$ cat src/rtl/hdmi_mode_sequencer_if.sv
// Mode-sequencer signal bundle between the VDP side and hdmi_output.
// master = sequencer, slave = environment driving requests and beam position.
interface hdmi_mode_sequencer_if;
  logic       req_pal;
  logic       audio_en;
  logic [9:0] cx;
  logic [9:0] cy;
  logic       hdmi_reset;
  logic       mode_pal;
  logic       include_audio;
  logic       video_blank;
  logic       busy;

  modport master (
    input  req_pal, audio_en, cx, cy,
    output hdmi_reset, mode_pal, include_audio,
    output video_blank, busy
  );

  modport slave (
    output req_pal, audio_en, cx, cy,
    input  hdmi_reset, mode_pal, include_audio,
    input  video_blank, busy
  );
endinterface

$ cat src/rtl/hdmi_mode_sequencer.sv
// 50/60 Hz mode-change sequencer for hdmi_output.
// Debounce, mute/blank, frame-aligned reset pulse, settle, watchdog.
module hdmi_mode_sequencer #(
  parameter int unsigned STABLE_FRAMES  = 2,
  parameter int unsigned MUTE_FRAMES    = 1,
  parameter int unsigned RESET_CYCLES   = 16,
  parameter int unsigned SETTLE_FRAMES  = 2,
  parameter int unsigned TIMEOUT_CYCLES = 1048576,
  parameter bit          DEFAULT_PAL    = 1'b0
) (
  input  logic                  clk_pixel,
  input  logic                  reset_n,
  hdmi_mode_sequencer_if.master bus
);

  localparam int unsigned FRM_MAX =
    (MUTE_FRAMES > SETTLE_FRAMES) ? MUTE_FRAMES
                                  : SETTLE_FRAMES;
  localparam int SW = $clog2(STABLE_FRAMES + 1);
  localparam int FW = $clog2(FRM_MAX + 1);
  localparam int RW = $clog2(RESET_CYCLES + 1);
  localparam int WW = $clog2(TIMEOUT_CYCLES + 1);

  typedef enum logic [1:0] {
    S_RUN,
    S_MUTE,
    S_RESET,
    S_SETTLE
  } state_e;

  state_e        state_q, state_d;
  logic          mode_pal_q, mode_pal_d;
  logic [SW-1:0] stable_q, stable_d;
  logic [FW-1:0] frame_q, frame_d;
  logic [RW-1:0] rcnt_q, rcnt_d;
  logic [WW-1:0] wdog_q, wdog_d;
  logic          origin_q, sof_q;
  logic          hdmi_reset_q, hdmi_reset_d;
  logic          include_audio_q, include_audio_d;
  logic          video_blank_q, video_blank_d;
  logic          busy_q, busy_d;

  logic          origin;
  logic          mismatch;
  logic [SW-1:0] stable_inc;
  logic [FW-1:0] frame_inc;
  logic [RW-1:0] rcnt_inc;
  logic [WW-1:0] wdog_inc;
  logic          wdog_hit;

  assign origin   = (bus.cx == '0) && (bus.cy == '0);
  assign mismatch = bus.req_pal != mode_pal_q;

  // Saturating increments for every counter
  always_comb begin
    stable_inc = (stable_q == SW'(STABLE_FRAMES))
               ? stable_q : stable_q + SW'(1);
    frame_inc  = (frame_q == FW'(FRM_MAX))
               ? frame_q : frame_q + FW'(1);
    rcnt_inc   = (rcnt_q == RW'(RESET_CYCLES))
               ? rcnt_q : rcnt_q + RW'(1);
    wdog_inc   = (wdog_q == WW'(TIMEOUT_CYCLES))
               ? wdog_q : wdog_q + WW'(1);
    wdog_hit   = wdog_inc == WW'(TIMEOUT_CYCLES);
  end

  // Next-state, counter and output decode
  always_comb begin
    state_d    = state_q;
    mode_pal_d = mode_pal_q;
    stable_d   = stable_q;
    frame_d    = frame_q;
    rcnt_d     = rcnt_q;
    wdog_d     = wdog_q;
    unique case (state_q)
      S_RUN: begin
        if (sof_q) begin
          if (!mismatch) begin
            stable_d = '0;
          end else if (stable_inc == SW'(STABLE_FRAMES)) begin
            state_d  = S_MUTE;
            stable_d = '0;
            frame_d  = '0;
            wdog_d   = '0;
          end else begin
            stable_d = stable_inc;
          end
        end
      end
      S_MUTE: begin
        if (!mismatch) begin
          state_d  = S_RUN;
          stable_d = '0;
        end else if (sof_q) begin
          wdog_d = '0;
          if (frame_inc == FW'(MUTE_FRAMES)) begin
            state_d    = S_RESET;
            mode_pal_d = bus.req_pal;
            rcnt_d     = '0;
          end else begin
            frame_d = frame_inc;
          end
        end else if (wdog_hit) begin
          state_d    = S_RESET;
          mode_pal_d = bus.req_pal;
          rcnt_d     = '0;
        end else begin
          wdog_d = wdog_inc;
        end
      end
      S_RESET: begin
        if (rcnt_inc == RW'(RESET_CYCLES)) begin
          state_d = S_SETTLE;
          rcnt_d  = '0;
          frame_d = '0;
          wdog_d  = '0;
        end else begin
          rcnt_d = rcnt_inc;
        end
      end
      S_SETTLE: begin
        if (sof_q) begin
          wdog_d = '0;
          if (frame_inc == FW'(SETTLE_FRAMES)) begin
            state_d  = S_RUN;
            stable_d = '0;
          end else begin
            frame_d = frame_inc;
          end
        end else if (wdog_hit) begin
          state_d    = S_RESET;
          mode_pal_d = bus.req_pal;
          rcnt_d     = '0;
        end else begin
          wdog_d = wdog_inc;
        end
      end
    endcase
    hdmi_reset_d    = state_q == S_RESET;
    include_audio_d = (state_q == S_RUN) && bus.audio_en;
    video_blank_d   = state_q != S_RUN;
    busy_d          = state_q != S_RUN;
  end

  // State, counters, frame-start detect and registered outputs
  always_ff @(posedge clk_pixel or negedge reset_n) begin
    if (!reset_n) begin
      state_q         <= S_RESET;
      mode_pal_q      <= DEFAULT_PAL;
      stable_q        <= '0;
      frame_q         <= '0;
      rcnt_q          <= '0;
      wdog_q          <= '0;
      origin_q        <= 1'b0;
      sof_q           <= 1'b0;
      hdmi_reset_q    <= 1'b1;
      include_audio_q <= 1'b0;
      video_blank_q   <= 1'b1;
      busy_q          <= 1'b1;
    end else begin
      state_q         <= state_d;
      mode_pal_q      <= mode_pal_d;
      stable_q        <= stable_d;
      frame_q         <= frame_d;
      rcnt_q          <= rcnt_d;
      wdog_q          <= wdog_d;
      origin_q        <= origin;
      sof_q           <= origin && !origin_q;
      hdmi_reset_q    <= hdmi_reset_d;
      include_audio_q <= include_audio_d;
      video_blank_q   <= video_blank_d;
      busy_q          <= busy_d;
    end
  end

  assign bus.hdmi_reset    = hdmi_reset_q;
  assign bus.mode_pal      = mode_pal_q;
  assign bus.include_audio = include_audio_q;
  assign bus.video_blank   = video_blank_q;
  assign bus.busy          = busy_q;

endmodule

$ cat src/flat_wrapper.sv
// flat-port wrapper written by rule: the top's interface ports become plain ports
module hdmi_mode_sequencer_flat 
#(
  parameter int unsigned STABLE_FRAMES  = 2,
  parameter int unsigned MUTE_FRAMES    = 1,
  parameter int unsigned RESET_CYCLES   = 16,
  parameter int unsigned SETTLE_FRAMES  = 2,
  parameter int unsigned TIMEOUT_CYCLES = 1048576,
  parameter bit          DEFAULT_PAL    = 1'b0
)
  (clk_pixel, reset_n, bus_req_pal, bus_audio_en, bus_cx, bus_cy, bus_hdmi_reset, bus_mode_pal, bus_include_audio, bus_video_blank, bus_busy);
  hdmi_mode_sequencer_if bus_i ();
  input  logic clk_pixel;
  input  logic reset_n;
  input wire logic [$bits(bus_i.req_pal)-1:0] bus_req_pal;
  input wire logic [$bits(bus_i.audio_en)-1:0] bus_audio_en;
  input wire logic [$bits(bus_i.cx)-1:0] bus_cx;
  input wire logic [$bits(bus_i.cy)-1:0] bus_cy;
  output wire logic [$bits(bus_i.hdmi_reset)-1:0] bus_hdmi_reset;
  output wire logic [$bits(bus_i.mode_pal)-1:0] bus_mode_pal;
  output wire logic [$bits(bus_i.include_audio)-1:0] bus_include_audio;
  output wire logic [$bits(bus_i.video_blank)-1:0] bus_video_blank;
  output wire logic [$bits(bus_i.busy)-1:0] bus_busy;
  assign bus_i.req_pal = bus_req_pal;
  assign bus_i.audio_en = bus_audio_en;
  assign bus_i.cx = bus_cx;
  assign bus_i.cy = bus_cy;
  assign bus_hdmi_reset = bus_i.hdmi_reset;
  assign bus_mode_pal = bus_i.mode_pal;
  assign bus_include_audio = bus_i.include_audio;
  assign bus_video_blank = bus_i.video_blank;
  assign bus_busy = bus_i.busy;
  hdmi_mode_sequencer #(.STABLE_FRAMES(STABLE_FRAMES), .MUTE_FRAMES(MUTE_FRAMES), .RESET_CYCLES(RESET_CYCLES), .SETTLE_FRAMES(SETTLE_FRAMES), .TIMEOUT_CYCLES(TIMEOUT_CYCLES), .DEFAULT_PAL(DEFAULT_PAL)) u_core (.clk_pixel(clk_pixel), .reset_n(reset_n), .bus(bus_i));
endmodule
$ cat config.mk
export PLATFORM = sky130hd
export DESIGN_NAME = hdmi_mode_sequencer_flat
export DESIGN_NICKNAME = d
export VERILOG_FILES = /design/src/rtl/hdmi_mode_sequencer_if.sv /design/src/rtl/hdmi_mode_sequencer.sv /design/src/flat_wrapper.sv
export SDC_FILE = /design/constraint.sdc
export NUM_CORES = 1
export LEC_CHECK = 0
export CORE_MARGIN = 2
export CORE_UTILIZATION = 45
export DETAILED_ROUTE_END_ITERATION = 8
export PLACE_DENSITY = 0.75
export SETUP_SLACK_MARGIN = 0.05
export SLEW_MARGIN = 20
export SYNTH_ARGS = -nofsm -noshare
export SYNTH_HDL_FRONTEND = slang
export SYNTH_SLANG_ARGS = --single-unit
$ cat constraint.sdc
create_clock -name clk_pixel -period 6.2 [get_ports clk_pixel]
set_clock_uncertainty 0.05 [all_clocks]
set_input_delay 1.24 -clock clk_pixel [delete_from_list [all_inputs] [get_ports clk_pixel]]
set_output_delay 1.24 -clock clk_pixel [all_outputs]
set_load 0.03 [all_outputs]
==> out/results.env <==
GRT_OVERFLOW_TOTAL=0
VIASPERCELL=6.560
SYNTHTOLAYOUTAREAGROWTH_PCT=9.723
GRT_START_MAX_NET_PINS=39
CRITPATHLAUNCHTYPE='input port'
SYNTH.CELL_AREA_UM2=2985
DRIVE_ABOVE_1_SHARE_PCT=5.898
PLACEMENTROWS=29
YS_ASYNC_SR_FRACTION_PCT=100.0
CLKTRANSATPATHREGS_NS=0.08
YOSYSTOPAREACELL='dfrtp_1'
CELL_INTERNAL_PWR_mW=0.3539
FINAL.PERIOD_UTILIZATION_PCT=58.90
DESIGN.FINAL.NETS=402
GRT_PASS1_VIAS=2684
TRITONCTS='yes'
FINALCRITICALPERIOD_NS=3.652
DRT_PASS1_ITERATIONS=5
WL_MM=7.760
LEAKAGE_nW=1.266
GRT_ANTENNA_BEFORE_REPAIR=0
RUN_STATUS='complete, no violations'
DIE_AREA_UM2=7302
DETAILEDROUTE.FIRSTITERATIONVIOLATIONS=427
SLEW_AT_THE_PIN_WITH_THE_WORST_MAX_SLEW_SLACK_NS=1.075
ANTENNA_CELLS_INSERTED=0
POWER.SHARE.SEQUENTIAL_PCT=54.5
BOUNDARY_PINS=29
GRT_USAGE_PCT=21.97
SYNTHESIS.AREA_PER_INSTANCE_UM2=8.112
SETUP_TNS_NS=0
DIE_Y_UM=85.45
YOSYSUNIQUECELLTYPES=64
VDD_IR_DROP_MAX_V=0.00009889
SYNTH-WARNING-COUNT=0
HOLD_CRIT_PATH_TYPE='reg2reg'
UTILIZATION_PCT=51.29
SYNTH_ENABLE_FLOP_CELLS=0
SYN-INSTANCE-COUNT=368
GRT_PASS1_WL_MM=13.04
SYNTHTOPCELLSBYAREA='dfrtp_1, nand2_1, nand4_1, nor2_1, a31oi_1'
GP_CONGESTION=0.9849
ANT_NETS=0
PORT_BUFFERS=28
SYNTH_SEQ_CELLS=38
HOLDBUFCOUNTCTS=0
DRC=0
POST-ROUTE-CELL-AREA_UM2=3276
CTS_MADE_BUFFERS=5
CLOCKBUFFERDEPTH=2
DIE_WIDTH_UM=85.45
SETUP_VIOL_COUNT_FINAL=0
END_KIND='register'
LAYOUTNONFILLERINSTCOUNT=450
PLACED_INSTANCE_AREA_UM2=3181
CORE_AREA_UM2=6386
CLOCKPOWERSHARE_PCT=40.0
SLEW_HEADROOM_PCT=27.75
NUM_VIAS=2952
POSTCTSSETUPBUFFERS=0
CLK-INSERTION-DELAY-LATE_NS=0.29
AVGROUTEDWIREPERCELL_UM=17.24
DP.FINAL_HPWL_MM=5.498
SWITCHING_SHARE_PCT=23.88
INITIAL_CORE_UTIL_PCT=46.75
SYN_NETS=398
POWER.DENSITY_CELL_AREA_nW_PER_UM2=141.9
RSZ0062_AT_GRT='false'
TIMING.FINAL.HOLD_VIOLATIONS=0
CLOCK-SINKS=38
MAX_CLOCK_FREQ_MHz=273.9
POWER.SWITCHING_mW=0.1110
REPORT.POWER.TOTAL_mW=0.4649
P_COMB_SHARE_PCT=5.5
CRITPATHARRIVALTIME_NS=3.79
POST_CTS_RESIZED=0
TIMING.CRITICAL_PATH.FANOUT_MAX=14
CRITICAL_PATH_CLASS='in2reg'
SYNTH-SEQ-AREA-SHARE_PCT=31.98
SYNTH-MAIN-FF-CELL='dfrtp_1'
CLOCK_TREE.HTREE_LEVEL_COUNT=2
REPORT.FINAL.SLEW_VIOL_COUNT=0
WORSTPATHREQUIRED_NS=6.33
DRV.MAX_CAP_VIOLATION_COUNT=0
CTSROOTBUFFERMASTER='clkbuf_8'
SYNTH.TOP_CELL.AREA_SHARE_PCT=29.34
DP_CELLS=442
through the flow:
step | setup WS, ns | hold WS [ns]
2_1_floorplan | 3.145 | 0.3351
3_3_place_gp | 2.439 | 0.3467
3_5_place_dp | 2.310 | 0.3532
4_1_cts | 2.613 | 0.3650
5_1_grt | 2.341 | 0.3729
6_report | 2.548 | 0.3587
area by class of cell:
class                      instances  area, um^2
clock buffer                       6       82.58
clock inverter                     2       12.51
inverter                          15       56.30
multi-input combinational        284        1798
tap                               77       96.34
timing repair buffer              28       275.3
fill                             598        3110
sequential                        38       954.7
layout by cell type (no fill, tap or decap), drive strengths merged, types with 13 or more instances in the layout:
cell and count:
nand2 30, nor4 13, dfrtp 35, a31oi 17, nand4 18, inv 15
a21oi 17, clkdlybuf4s50 27, nor3 16, nor2 29, o21ai 17
kinds of logic (layout without fill, tap and decap cells):
kind of cell | after synthesis | count (layout) | synth area share, %
AND/OR/NAND/NOR | 165 | 165 | 30.34
AO/OA/AOI/OAI | 99 | 99 | 22.93
buffers and inverters | 46 | 51 | 7.795
flip-flops | 38 | 38 | 31.98
XOR/XNOR | 9 | 9 | 2.641
adder cells (fa/ha/maj) | 6 | 6 | 2.515
multiplexers | 5 | 5 | 1.802
flip-flops by register name, indices dropped and copies added (netlist names):
signal / flops
u_core.state_q: 2
u_core.stable_q: 2
u_core.frame_q: 2
u_core.rcnt_q: 5
u_core.bus.mode_pal: 1
u_core.wdog_q: 21
u_core.sof_q: 1
u_core.bus.video_blank: 1
u_core.bus.hdmi_reset: 1
u_core.bus.include_audio: 1
u_core.origin_q: 1
worst paths after layout:
path	from	to	slack, ns	cells past startpoint
setup / recovery	bus_req_pal	u_core.wdog_q[1]$_DFFE_PN0P_	2.55	8
hold / removal	u_core.origin_q$_DFF_PN0_	u_core.sof_q$_DFF_PN0_	0.36	1
setup reg to reg	u_core.wdog_q[0]$_DFFE_PN0P_	u_core.wdog_q[1]$_DFFE_PN0P_	2.56	8
hold reg to reg	u_core.origin_q$_DFF_PN0_	u_core.sof_q$_DFF_PN0_	0.36	1
max in group asynchronous	reset_n	u_core.wdog_q[1]$_DFFE_PN0P_	4.56	1
min in group asynchronous	reset_n	u_core.rcnt_q[0]$_DFFE_PN0P_	1.00	1
Yosys cell counts, types with 3 or more instances:
library cell	count
dfrtp_1	35
nand2_1	30
nor2_1	29
nand4_1	18
a21oi_1	17
a31oi_1	17
nor3_1	16
o21ai_0	16
inv_1	15
clkbuf_1	14
nor4_1	12
and3_1	10
nand3_1	10
buf_2	9
and2_1	8
o31ai_1	7
ha_1	6
xnor2_1	6
buf_6	5
nand2b_1	5
nor2b_1	5
and4_1	4
o21a_1	4
a32oi_1	3
a41oi_1	3
buf_4	3
dfstp_2	3
nor4b_1	3
or4_1	3
xor2_1	3
power by group through the flow:
stage / clock network [mW] / logic, mW / registers [mW]
CTS: 0.192 / 0.0260 / 0.253
floorplan: 0 / 0.00932 / 0.255
detailed placement: 0 / 0.0259 / 0.258
global route: 0.199 / 0.0285 / 0.254
finish: 0.186 / 0.0253 / 0.253
global placement: 0 / 0.0254 / 0.258
metal layers:
layer	vias up	wire length, um	global-route usage (%)
met5	-	0	0
met4	0	106	6.782
met3	15	598	3.502
met2	150	3558	33.52
met1	1393	3497	31.90
li1	1394	-	-
critical path, stage by stage:
cell,delay [ns]
clkdlybuf4s50_1,0.49
xor2_1,0.29
and3_1,0.23
a21oi_1,0.08
o31ai_1,0.21
nand2_1,0.49
or3_1,0.48
a32o_1,0.27
(Power assumes the default switching activity.)
